===== src/rtl/seven_seg_scanner.sv =====
// Double-buffered, multiplexed common-anode seven-segment driver with per-slot
// dead-time, PWM dimming, leading-zero suppression and frame-synchronous updates.
module seven_seg_scanner #(
    parameter int unsigned NUM_DIGITS   = 4,
    parameter int unsigned DIGIT_CYCLES = 16384,
    parameter int unsigned BLANK_CYCLES = 64,
    parameter int unsigned BRIGHT_WIDTH = 4
) (
    input  logic                      clk,
    input  logic                      rst_n,
    input  logic [4*NUM_DIGITS-1:0]   digits_i,
    input  logic [NUM_DIGITS-1:0]     dp_i,
    input  logic [NUM_DIGITS-1:0]     blank_i,
    input  logic                      lz_en,
    input  logic                      load,
    input  logic [BRIGHT_WIDTH-1:0]   brightness,
    output logic [NUM_DIGITS-1:0]     an,
    output logic [6:0]                seg,
    output logic                      dp,
    output logic                      frame_start,
    output logic                      load_ack
);
    localparam int unsigned SW = (DIGIT_CYCLES > 1) ? $clog2(DIGIT_CYCLES) : 1;
    localparam int unsigned DW = $clog2(NUM_DIGITS);
    localparam logic [SW-1:0] SLOT_LAST  = SW'(DIGIT_CYCLES - 1);
    localparam logic [SW-1:0] BLANK_L    = SW'(BLANK_CYCLES);
    localparam logic [DW-1:0] DIGIT_LAST = DW'(NUM_DIGITS - 1);

    typedef enum logic {PH_BLANK, PH_ON} phase_t;
    localparam phase_t PH_INIT = (BLANK_CYCLES == 0) ? PH_ON : PH_BLANK;

    logic [SW-1:0]           r_slot;
    logic [DW-1:0]           r_digit;
    phase_t                  r_phase;
    logic [BRIGHT_WIDTH-1:0] r_pwm;

    logic [4*NUM_DIGITS-1:0] r_stg_dig, r_disp_dig;
    logic [NUM_DIGITS-1:0]   r_stg_dp, r_disp_dp;
    logic [NUM_DIGITS-1:0]   r_stg_blank, r_disp_blank;
    logic                    r_stg_lz, r_disp_lz;
    logic                    r_pending;
    logic                    r_fresh;

    logic                    w_slot_last, w_boundary, w_frame0;
    logic [SW-1:0]           w_slot_nxt;
    logic [3:0]              w_nib;
    logic                    w_lit, w_active, w_supp;
    logic [NUM_DIGITS-1:0]   w_an_nxt;

    function automatic logic [6:0] f_decode(input logic [3:0] n);
        case (n)
            4'h0: f_decode = 7'b1000000;
            4'h1: f_decode = 7'b1111001;
            4'h2: f_decode = 7'b0100100;
            4'h3: f_decode = 7'b0110000;
            4'h4: f_decode = 7'b0011001;
            4'h5: f_decode = 7'b0010010;
            4'h6: f_decode = 7'b0000010;
            4'h7: f_decode = 7'b1111000;
            4'h8: f_decode = 7'b0000000;
            4'h9: f_decode = 7'b0010000;
            4'hA: f_decode = 7'b0001000;
            4'hB: f_decode = 7'b0000011;
            4'hC: f_decode = 7'b1000110;
            4'hD: f_decode = 7'b0100001;
            4'hE: f_decode = 7'b0000110;
            default: f_decode = 7'b0001110;
        endcase
    endfunction

    assign w_slot_last = (r_slot == SLOT_LAST);
    assign w_boundary  = w_slot_last && (r_digit == DIGIT_LAST);
    assign w_frame0    = (r_slot == '0) && (r_digit == '0);
    assign w_slot_nxt  = w_slot_last ? '0 : r_slot + 1'b1;
    assign w_nib       = r_disp_dig[{r_digit, 2'b00} +: 4];
    assign w_lit       = (&brightness) || (r_pwm < brightness);
    assign w_active    = (r_phase == PH_ON) && !r_disp_blank[r_digit] && w_lit;
    // Digit 0 is never suppressed; higher digits go dark when they and all above are zero
    assign w_supp      = r_disp_lz && (r_digit != '0) && ((r_disp_dig >> {r_digit, 2'b00}) == '0);

    always_comb begin
        w_an_nxt = '1;
        if (w_active) w_an_nxt[r_digit] = 1'b0;
    end

    always_ff @(posedge clk or negedge rst_n) begin
        if (!rst_n) begin
            r_slot  <= '0;
            r_digit <= '0;
            r_phase <= PH_INIT;
            r_pwm   <= '0;
        end else begin
            r_slot  <= w_slot_nxt;
            if (w_slot_last) r_digit <= (r_digit == DIGIT_LAST) ? '0 : r_digit + 1'b1;
            r_phase <= (w_slot_nxt < BLANK_L) ? PH_BLANK : PH_ON;
            r_pwm   <= (w_slot_nxt == BLANK_L) ? '0 : r_pwm + 1'b1;
        end
    end

    always_ff @(posedge clk or negedge rst_n) begin
        if (!rst_n) begin
            r_stg_dig    <= '0;
            r_stg_dp     <= '0;
            r_stg_blank  <= '1;
            r_stg_lz     <= 1'b0;
            r_disp_dig   <= '0;
            r_disp_dp    <= '0;
            r_disp_blank <= '1;
            r_disp_lz    <= 1'b0;
            r_pending    <= 1'b0;
            r_fresh      <= 1'b0;
        end else begin
            if (load) begin
                r_stg_dig   <= digits_i;
                r_stg_dp    <= dp_i;
                r_stg_blank <= blank_i;
                r_stg_lz    <= lz_en;
            end
            // A load landing on the boundary bypasses staging straight into display
            if (w_boundary) begin
                r_pending <= 1'b0;
                r_fresh   <= r_pending || load;
                if (load) begin
                    r_disp_dig   <= digits_i;
                    r_disp_dp    <= dp_i;
                    r_disp_blank <= blank_i;
                    r_disp_lz    <= lz_en;
                end else if (r_pending) begin
                    r_disp_dig   <= r_stg_dig;
                    r_disp_dp    <= r_stg_dp;
                    r_disp_blank <= r_stg_blank;
                    r_disp_lz    <= r_stg_lz;
                end
            end else if (load) begin
                r_pending <= 1'b1;
            end
        end
    end

    always_ff @(posedge clk or negedge rst_n) begin
        if (!rst_n) begin
            an          <= '1;
            seg         <= 7'h7F;
            dp          <= 1'b1;
            frame_start <= 1'b0;
            load_ack    <= 1'b0;
        end else begin
            an          <= w_an_nxt;
            seg         <= (w_active && !w_supp) ? f_decode(w_nib) : 7'h7F;
            dp          <= w_active ? ~r_disp_dp[r_digit] : 1'b1;
            frame_start <= w_frame0;
            load_ack    <= w_frame0 && r_fresh;
        end
    end
endmodule


===== config.mk =====
export PLATFORM = sky130hd
export DESIGN_NAME = seven_seg_scanner
export DESIGN_NICKNAME = d
export VERILOG_FILES = /design/src/rtl/seven_seg_scanner.sv
export SDC_FILE = /design/constraint.sdc
export NUM_CORES = 1
export LEC_CHECK = 0
export ABC_CLOCK_PERIOD_IN_PS = 2880
export CAP_MARGIN = 15
export CORE_MARGIN = 2
export CORE_UTILIZATION = 38
export CTS_BUF_LIST = sky130_fd_sc_hd__clkbuf_16
export DETAILED_ROUTE_END_ITERATION = 8
export PLACE_DENSITY = 0.55
export SLEW_MARGIN = 20
export SYNTH_ARGS = -nofsm -noshare
export SYNTH_HDL_FRONTEND = slang
export SYNTH_SLANG_ARGS = --single-unit

===== constraint.sdc =====
create_clock -name clk -period 2.88 [get_ports clk]
set_input_delay 0.576 -clock clk [delete_from_list [all_inputs] [get_ports clk]]
set_output_delay 0.576 -clock clk [all_outputs]
set_load 0.005 [all_outputs]

==> qor.csv <==
metric;value;unit
outcome;finished clean;
worst-case clock skew;10.21;ps
area leader, netlist;dfrtp_1;
post-synthesis cell count;324;
CTS tree;built;
sequential share of the synthesized area;0.5221;
Worst Path Required;3090;ps
Worst Path Arrival;2610;ps
Die Y-Extent;109.4;um
initial core utilization;0.3891;
Syn Nets;371;
Core ar.;10840;sq um
clock sinks;87;
I/O Buffers;45;
Post-synth EDFFs;0;
htree depth;3;
RSZ-0062 raised after global routing;false;
worst hold slack;224.5;ps
drt drc;0;
Reg clk slew, reported paths;70;ps
ys flop type;dfrtp_1;
placed cell area;4855;sq um
post-synthesis cell area;4218;sq um
#FFs+latches synth;87;
relative slew slack;0.5972;
CTS root buf;clkbuf_16;
ANT cells;0;
hold crit path type;input port to asynchronous set/reset pin;
final WL;7.908;mm
via/cell ratio;5.054;
Max Freq;417.1;MHz
DRT iter0 DRCs;151;
Setup violations, final;0;
vias in the first global route;2575;
antenna violations before repair;0;
post-layout minimum cycle time;2397;ps
FF/Latch Area;2202;sq um
commonest non-fill, non-tap cells in the layout;67 x dfrtp_1, 44 x clkdlybuf4s50_1, 33 x mux2_2;
VDD IR max;0.3220;mV
Post CTS Setup Buffer Count;0;
wire per inst;15.27;um
# hold bufs at CTS;0;
leakage;2.256;nW
DP Worst Slack;466.6;ps
first-pass GRT wire length;13.39;mm
post-route antenna net violation count;0;
Initial DRT Pass Iterations;5;
period utilization;0.8324;
most common cell after layout, fill and taps aside;dfrtp_1;
PD cells;494.0;nW/um^2
overall die area;11960;sq um
largest net degree at the start of global routing;46;
Hold Fails Final Rpt;0;
Worst Setup Slack, final;482.8;ps
Core Rows;38;
HPWL after DPL;5.636;mm
Cell variety after synth;56;
worst reg2reg endpoint;r_phase;
final setup TNS;0;ps
design area;5152;sq um
Synth top area share;0.3975;
gpl congestion;0.8314;
CTS Buffer Depth;2;
Ports;46;
R2R setup slack;480;ps
Crit Path Class;register to register;
top post-synthesis cells by area;dfrtp_1 40%, dfstp_2 12%, mux2_2 8.8%;
clk_lat worst skew;340;ps
CTS Buf Count;9;
total gr overflow;0;
max-slew violations;0;
Slew @ Worst Pin;603.6;ps
asr flop ratio synth;1.000;
total global routing track utilization;0.1462;
net total in the final layout;420;
synthesized area per cell;13.02;sq um
vias;2618;
area of the multi-input gates;1873;sq um
CP Launch Type;register;
worst-path maximum fanout;8;
worst flop-to-flop path startpoint;r_slot[0];
CTS resizes;0;
Yosys Warn Count;0;
Setup crit end kind;register;
synthesis-to-finish area growth;22.16;%
die width;109.4;um
share of cells above drive strength 1;0.2989;
max_cap viols;0;
fillers;988;
Worst Reg-to-Reg Cells;6;
## cell families (layout without fill, tap and decap cells)
kind of cell	count (synthesis)	count (layout)	share of synthesized area
AOI/OAI and AO/OA	34	34	0.06141
xor gates and xnor gates	15	15	0.03115
adders and majority gates	15	15	0.04450
buffers and inverters	32	86	0.03590
DFF	87	87	0.5221
muxes	62	62	0.2002
and+or+nand+nor	79	79	0.1047
## Yosys cell counts (6+ instances only)
master   instances
dfstp_2         20
mux2_2          33
ha_1            15
nor2_1          17
a21oi_1          6
mux4_2           7
mux2_4          19
xnor2_1          9
nand3_1          9
nand2_1         20
dfrtp_1         67
inv_1           15
buf_2            8
xor2_1           6
## registers in the layout (all words and copies together), names as in the netlist, 2 cells and up
| signal | flops |
|---|---|
| r_disp_blank | 4 |
| r_pwm | 4 |
| r_slot | 14 |
| r_disp_dig | 16 |
| seg | 7 |
| r_disp_dp | 4 |
| r_stg_blank | 4 |
| r_stg_dig | 16 |
| an | 4 |
| r_digit | 2 |
| r_stg_dp | 4 |
## worst max-delay path: stages (launching register included)
cell and delay [ps]:
dfrtp_1 470, ha_1 310, nand4_4 210, nor2_1 280, a31oi_1 150, a221oi_2 470, or3b_1 400
## metrics by stage
stage	cells	power, mW	util
2_1_floorplan	324	1.344	-
3_3_place_gp	502	1.430	0.4478
3_5_place_dp	502	1.433	0.4478
4_1_cts	518	2.593	0.4753
5_1_grt	518	2.660	0.4753
6_report	518	2.545	0.4753
## cell type report
| cell class | count | share of cell area |
|---|---|---|
| inverter | 15 | 0.01093 |
| timing repair buffer | 55 | 0.1064 |
| clock inverter | 7 | 0.01408 |
| tap | 140 | 0.03400 |
| clock buffer | 9 | 0.04371 |
| multi-input combinational | 205 | 0.3635 |
| sequential | 87 | 0.4274 |
## worst max path at each step
stage | depth (start not counted) | from | end | slack [ps]
floorplan | 7 | r_digit[0] | seg[0] | 720
global placement | 6 | r_slot[0] | r_phase | 470
detailed placement | 8 | brightness[1] | seg[6] | 470
CTS | 6 | r_slot[0] | r_phase | 480
global route | 6 | r_digit[0] | seg[2] | 320
finish | 6 | r_slot[0] | r_phase | 480
## where the power goes
part	internal (mW)	leakage, nW	switching (mW)
registers	1.26	1.07	0.00807
logic	0.0784	1.04	0.0577
clock network	0.613	0.144	0.527
total	1.95	2.26	0.592
## layer usage
metal,global-route usage,routed length [um]
met5,0,0
met4,0.05967,120
met3,0.02608,376
met2,0.2103,3539
met1,0.2177,3871
Note: power is estimated with default switching activity, not from simulation.
